## src/rtl/fifo_wr_arb.sv

```systemverilog
// fifo_wr_arb: round-robin write arbiter feeding a single FIFO write port.
// Each grant is a burst from one requester. A burst ends on the packet's
// last word, after MAX_BURST words, or when the grantee stalls while the
// FIFO has room. There is always one IDLE cycle between bursts.
//
// Ports:
//   wclk       write-domain clock, rising edge
//   wrst       synchronous active-high reset
//   req_valid  per-requester word valid                  [N_REQ]
//   req_data   per-requester data, slice i at [i*DW +: DW] [N_REQ*DW]
//   req_last   per-requester end-of-packet marker          [N_REQ]
//   req_ready  per-requester accept (combinational)        [N_REQ]
//   wfull      FIFO full flag
//   winc       FIFO write strobe (combinational)
//   wdata      FIFO write data (combinational)             [DW]
//   grant_id   current or most recent grantee              [clog2(N_REQ)]
//   busy       high while a burst is granted
//   xfer_cnt   saturating count of words written           [16]
module fifo_wr_arb #(
    parameter int unsigned N_REQ     = 4,
    parameter int unsigned DW        = 32,
    parameter int unsigned MAX_BURST = 4
) (
    input  logic                       wclk,
    input  logic                       wrst,
    input  logic [N_REQ-1:0]           req_valid,
    input  logic [N_REQ*DW-1:0]        req_data,
    input  logic [N_REQ-1:0]           req_last,
    output logic [N_REQ-1:0]           req_ready,
    input  logic                       wfull,
    output logic                       winc,
    output logic [DW-1:0]              wdata,
    output logic [$clog2(N_REQ)-1:0]   grant_id,
    output logic                       busy,
    output logic [15:0]                xfer_cnt
);

    localparam int unsigned GW  = $clog2(N_REQ);
    localparam int unsigned GW1 = GW + 1;
    localparam int unsigned BW  = $clog2(MAX_BURST + 1);

    typedef enum logic [0:0] {
        S_IDLE  = 1'b0,
        S_BURST = 1'b1
    } state_t;

    state_t          state, state_nxt;
    logic [GW-1:0]   rr_ptr, rr_nxt;
    logic [GW-1:0]   grant_nxt;
    logic [BW-1:0]   beat_cnt, beat_nxt;
    logic [15:0]     xfer_nxt;
    logic [GW-1:0]   rr_pick;
    logic [GW-1:0]   grant_inc;
    logic            sel_valid;
    logic            sel_last;

    // Reduce (a + b) into 0..N_REQ-1; inputs never exceed 2*N_REQ-2.
    function automatic logic [GW-1:0] wrap_idx(input logic [GW1-1:0] v);
        if (v >= GW1'(N_REQ)) begin
            return GW'(v - GW1'(N_REQ));
        end
        return GW'(v);
    endfunction

    // Round-robin pick: first valid requester at or after rr_ptr.
    always_comb begin
        logic            found;
        logic [GW-1:0]   idx;
        rr_pick = rr_ptr;
        found   = 1'b0;
        idx     = '0;
        for (int i = 0; i < int'(N_REQ); i++) begin
            idx = wrap_idx({1'b0, rr_ptr} + GW1'(i));
            if (!found && req_valid[idx]) begin
                rr_pick = idx;
                found   = 1'b1;
            end
        end
    end

    assign grant_inc = wrap_idx({1'b0, grant_id} + GW1'(1));
    assign sel_valid = req_valid[grant_id];
    assign sel_last  = req_last[grant_id];
    assign wdata     = req_data[grant_id*DW +: DW];
    assign busy      = (state == S_BURST);

    // Next-state, burst bookkeeping and the combinational write handshake.
    always_comb begin
        state_nxt = state;
        grant_nxt = grant_id;
        rr_nxt    = rr_ptr;
        beat_nxt  = beat_cnt;
        xfer_nxt  = xfer_cnt;
        winc      = 1'b0;
        req_ready = '0;

        case (state)
            S_IDLE: begin
                if (|req_valid) begin
                    state_nxt = S_BURST;
                    grant_nxt = rr_pick;
                    beat_nxt  = '0;
                end
            end
            S_BURST: begin
                req_ready[grant_id] = !wfull;
                if (!wfull) begin
                    if (sel_valid) begin
                        winc     = 1'b1;
                        beat_nxt = beat_cnt + BW'(1);
                        if (xfer_cnt != 16'hFFFF) begin
                            xfer_nxt = xfer_cnt + 16'd1;
                        end
                        if (sel_last || (beat_cnt == BW'(MAX_BURST - 1))) begin
                            state_nxt = S_IDLE;
                            rr_nxt    = grant_inc;
                        end
                    end else begin
                        // Grantee stalled with FIFO space available: release.
                        state_nxt = S_IDLE;
                        rr_nxt    = grant_inc;
                    end
                end
            end
            default: begin
                state_nxt = S_IDLE;
            end
        endcase

        // Nothing may transfer in a reset cycle.
        if (wrst) begin
            winc      = 1'b0;
            req_ready = '0;
        end
    end

    // State and bookkeeping registers.
    always_ff @(posedge wclk) begin
        if (wrst) begin
            state    <= S_IDLE;
            rr_ptr   <= '0;
            grant_id <= '0;
            beat_cnt <= '0;
            xfer_cnt <= '0;
        end else begin
            state    <= state_nxt;
            rr_ptr   <= rr_nxt;
            grant_id <= grant_nxt;
            beat_cnt <= beat_nxt;
            xfer_cnt <= xfer_nxt;
        end
    end

endmodule

```

## config.mk

```make
export PLATFORM = sky130hd
export DESIGN_NAME = fifo_wr_arb
export DESIGN_NICKNAME = d
export VERILOG_FILES = /design/src/rtl/fifo_wr_arb.sv
export SDC_FILE = /design/constraint.sdc
export NUM_CORES = 1
export LEC_CHECK = 0
export CORE_AREA = 2 2 86 88
export CTS_BUF_LIST = sky130_fd_sc_hd__clkbuf_2 sky130_fd_sc_hd__clkbuf_4 sky130_fd_sc_hd__clkbuf_8
export DETAILED_ROUTE_END_ITERATION = 8
export DIE_AREA = 0 0 88 90
export PLACE_DENSITY_LB_ADDON = 0.05
export SKIP_LAST_GASP = 1
export SYNTH_ARGS = -nofsm -noshare
export SYNTH_HDL_FRONTEND = slang
export SYNTH_SLANG_ARGS = --single-unit
```

## constraint.sdc

```tcl
create_clock -name wclk -period 2.6 [get_ports wclk]
set_input_delay 0.78 -clock wclk [delete_from_list [all_inputs] [get_ports wclk]]
set_output_delay 0.78 -clock wclk [all_outputs]
set_load 0.02 [all_outputs]
```

# [After elaboration in Yosys (flattened, before gate mapping)]
# Cells that the tools add are included.
[word_totals] output_inout_bits=56 regBits=24 wordCells=104 input_bits=139
[classes] n_eq_ne=6 n_addsub=11 bitwise_logic=3 shift=1 magnitude_cmp=11 muxes=53 reduce_logical=14
[ops] cell="$shiftx A128 B8 Y32" n=1
[ops] cell="$mux W2" n=16
[ops] cell="$mux W1" n=23
[ops] cell="$add A16 B1 Y16 const B" n=1
[ops] cell="$ne A16 B16 Y1 const B" n=1
[ops] cell="$lt A2 B3 Y1 const B" n=5
[ops] cell="$bmux W1 S2" n=6
[ops] cell="$ge A3 B3 Y1 const B" n=4
[ops] cell="$sub A2 B1 Y2 const B" n=5
[ops] cell="$mux W3" n=3
[ops] cell="$mux W4" n=2
[ops] cell="$add A2 B1 Y3 const B" n=2
[ops] cell="$add A2 B2 Y3 const B" n=2
[ops] cell="$pmux W3 S2" n=1
[ops] cell="$reduce_and A3 Y1" n=2
[ops] cell="$and A4 B4 Y4" n=1
[ops] cell="$logic_and A1 B1 Y1" n=4
[ops] cell="$logic_not A1 Y1" n=4
[ops] cell="$ne A2 B1 Y1 const B" n=2
[ops] cell="$ne A2 B2 Y1 const B" n=2
[ops] cell="$reduce_and A4 Y1" n=1
[ops] cell="$reduce_or A4 Y1" n=1
[ops] cell="$add A3 B1 Y3 const B" n=1
[ops] cell="$eq A3 B2 Y1 const B" n=1
[ops] cell="7 further kinds" n=8

# [Longest topological paths before layout]
[logic_depth] word_depth=15 depth_mapped=7 mapped_depth_nobuf=6

# [Least setup slack after synthesis]
# Ideal clock, no wire load.
[synth_timing] path_type="flip-flop to output port" startpoint="reg grant_id[0]" endpoint="out wdata[10]" path_buffers=2 required_time_ns=1.820 stages_incl_launch_ff=4 arrival_ns=1.742 slack_ns=0.078 cell_sequence="dfxtp_1 -> buf_2 -> buf_2 -> mux4_2"
[synth_between] elab_chain_len=1
[synth_lines] element="from (decl)" line_no="33" source="output logic [$clog2(N_REQ)-1:0] grant_id,"
[synth_lines] element="from (signal assigned)" line_no="148" source="grant_id <= grant_nxt;"
[synth_lines] element="$shiftx A128 B8 Y32" line_no="84" source="assign wdata = req_data[grant_id*DW +: DW];"
[synth_lines] element="to (decl)" line_no="32" source="output logic [DW-1:0] wdata,"
# Every way passes these cells.

# [Final worst setup path]
[layout_timing] startpoint="in req_valid[3]" endpoint="out winc"
[layout_between] elab_chain_len=6
[layout_lines] element="from (decl)" line_no="26" source="input logic [N_REQ-1:0] req_valid,"
[layout_lines] element="$bmux W1 S2" line_no="82" source="assign sel_valid = req_valid[grant_id];"
[layout_lines] element="$mux W1 (not written as such)" line_no="82"
[layout_lines] element="$mux W1" line_no="108" source="if (sel_valid) begin"
[layout_lines] element="$mux W1" line_no="107" source="if (!wfull) begin"
[layout_lines] element="$mux W1" line_no="97" source="case (state)"
[layout_lines] element="$mux W1" line_no="131" source="if (wrst) begin"
[layout_lines] element="to (decl)" line_no="31" source="output logic winc,"
# Every way passes these cells. The select of a mux whose other input is x is not followed.

==> flow_summary.toml <==
[worst_hold_path]
hold_class = "flip-flop to flip-flop"
hold_end = "beat_cnt[2]"
hold_depth = 2
worstHoldStart = "beat_cnt[2]"

[cells_and_area]
n_fill_cell = 576
antennaDiodeCount = 0
syn_to_final_growth_pct = 108
layout-drive-gt1-share_pct = 24.4
design_area_um2 = 4480
layout_commonest_cell = "clkdlybuf4s50_1"
nets = 558
post-route-util_pct = 63.8
final_cell_mix = "clkdlybuf4s50_1 (101), mux4_2 (33), dlymetal6s2s_1 (32)"

[setup_path]
critPathKind = "primary input to output pin"
cp-start-kind = "primary input"
reg2reg_setup_slack_ps = 510
r2r_end = "xfer_cnt[13]"
path_max_fanout = 2
critical_path_arrival_ps = 1830
r2r_cells = 8
r2r_start = "grant_id[0]"
worstPathRequired_ps = 1820
critPathCaptureType = "output pin"

[cts]
cts_tree = "done"
cts_root_buf = "clkbuf_8"
cts.sinks = 24
hold_buffers = 0
insertion_delay_ps = 270
clk_pin_slew_worst_paths_ps = 80
cts_buffers = 3
cts_max_level = 1
clockBufferDepth = 2

[placed_design]
pre_cts_slack_ps = -593
dp_hpwl_um = 7820
numPortBuffers = 194
dpl_cell_area_um2 = 4370
routabilityCongestion = 0.935

[detailed_routing]
drc = 0
drtAntennaViolNets = 0
drtIter0Drc = 62
avgViaCountPerCell = 5.08
routed_wl_um = 9340
dr.pass1.iters = 4
num_vias = 2585
wl_per_cell_um = 18.3

[sta]
rsz0062_at_grt = "true"
worstMarginPinSlew_ps = 556
min_period_ps = 2610
finalClockSkew_ps = 8.06
max_freq_mhz = 384
fin_ws_ps = -6.33
fin_crit_sh_pct = 100
drv_slew = 0
hold_viol = 0
slew_headroom_pct = 62.8
finalSetupViolCount = 1

[floorplan]
rows = 31
die_area_um2 = 7920
core_um2 = 7020
initial_utilization_pct = 30.7
die_height_um = 90
die_w_um = 88
io_pins = 195

[pwr]
finalPower_mw = 1.35
leakagePower_nw = 1.97
ir_worst_vdd_mv = 0.299
power_density_nw_per_um2 = 301

[yosys]
synth_top_area_share_pct = 34.4
synthArstFlopShare_pct = 0
syn_area_um2 = 2160
synthTopCellsByArea = "mux4_2 (34%), dfxtp_1 (22%), ha_1 (4.1%), a21oi_1 (3.0%), or4_1 (2.8%)"
seq_area_frac_synth_pct = 22.3
ys_warn_count = 0
synth_edf_count = 0
synthFlopType = "dfxtp_1"
syn_area_per_cell_um2 = 10.4
syn_inst = 208
synth_cell_types = 40
synth_top_cell_by_area = "mux4_2"
syn_nets = 354
yosys_register_bits = 24

[global_routing]
antenna_found_initial = 0
grt_max_degree = 30
grt_pass1_vias = 2429
grt_usage_pct = 22.2
grt_overflow_total = 0
grt_first_pass_wirelength_um = 13600

[run_status]
violations = "negative setup slack"
status = "finished with violations"

[run]
maxCapViolations = 0
-- where the power goes --
| group | internal (mW) | switching [mW] |
|---|---|---|
| clock | 0.104 | 0.115 |
| sequential | 0.376 | 0.00999 |
| combinational | 0.453 | 0.293 |
-- area by class of cell --
| class | instances | area [um2] | area share, % |
|---|---|---|---|
| clock buffers | 3 | 41.3 | 0.921 |
| flip-flops and latches | 24 | 482 | 10.7 |
| well taps | 99 | 124 | 2.76 |
| multi-input cells | 158 | 1580 | 35.2 |
| repair buffers | 215 | 2220 | 49.6 |
| inverters | 10 | 37.5 | 0.838 |
-- registers in the layout, indices dropped and copies added (netlist names) --
| signal | cells |
|---|---|
| grant_id | 2 |
| busy | 1 |
| beat_cnt | 3 |
| xfer_cnt | 16 |
| rr_ptr | 2 |
-- metal layers --
layer | GRT usage (%) | part of all wire [%] | routed length, um
met5 | 0 | 0 | 0
met1 | 28.5 | 41 | 3830
met4 | 6.41 | 2.7 | 250
met2 | 37.6 | 49 | 4580
met3 | 3.86 | 7.2 | 677
-- cell usage after synthesis (all sizes together) (4+ instances only) --
| master | count |
|---|---|
| mux4 | 33 |
| dfxtp | 24 |
| a21oi | 13 |
| nor2 | 13 |
| nand2 | 12 |
| buf | 10 |
| inv | 10 |
| or4 | 8 |
| and3 | 7 |
| ha | 7 |
| o31ai | 7 |
| clkbuf | 6 |
| o21ai | 6 |
| mux2 | 5 |
| nor2b | 5 |
| nand3 | 4 |
| nand4 | 4 |
| nor4 | 4 |
-- cell families (layout without fill, tap and decap cells) --
kind of cell,count (synthesis),in the layout,share of synthesized area [%]
AO/OA/AOI/OAI,38,38,11.4
adder cells (fa/ha/maj),7,7,4.06
buffers and inverters,26,228,5.22
flip-flops,24,24,22.3
multiplexers,41,41,38.4
AND/OR/NAND/NOR,72,72,18.7
-- worst max path at each step --
stage                      start        end  slack [ps]  cells past startpoint
finish              req_valid[3]       winc          -6                      4
global route        req_valid[2]       winc         -20                      4
CTS                 req_valid[3]       winc         -20                      4
detailed placement  req_valid[3]       winc        -590                      4
global placement    req_valid[3]       winc        -580                      4
floorplan            grant_id[0]  wdata[10]          80                      3
-- worst max-delay path, cell delays in order --
cell	delay, ps
dlygate4sd2_1	250
mux4_2	480
and3_4	200
buf_6	120
-- stage by stage --
step	TNS, ps	std cells	hold WS [ps]
3_5_place_dp	-15160	505	463
2_1_floorplan	0	208	448
5_1_grt	-47.0	509	524
6_report	-6.33	509	479
4_1_cts	-22.3	509	478
3_3_place_gp	-15040	505	458
-- repair_timing --
item | CTS | global route
endpoints found under the hold margin | 0 | 0
buffers inserted | 1 | 0
gates resized for setup | 210 | 62
pin swaps | 0 | 0
setup endpoints to repair | 37 | 29
(Power assumes the default switching activity.)
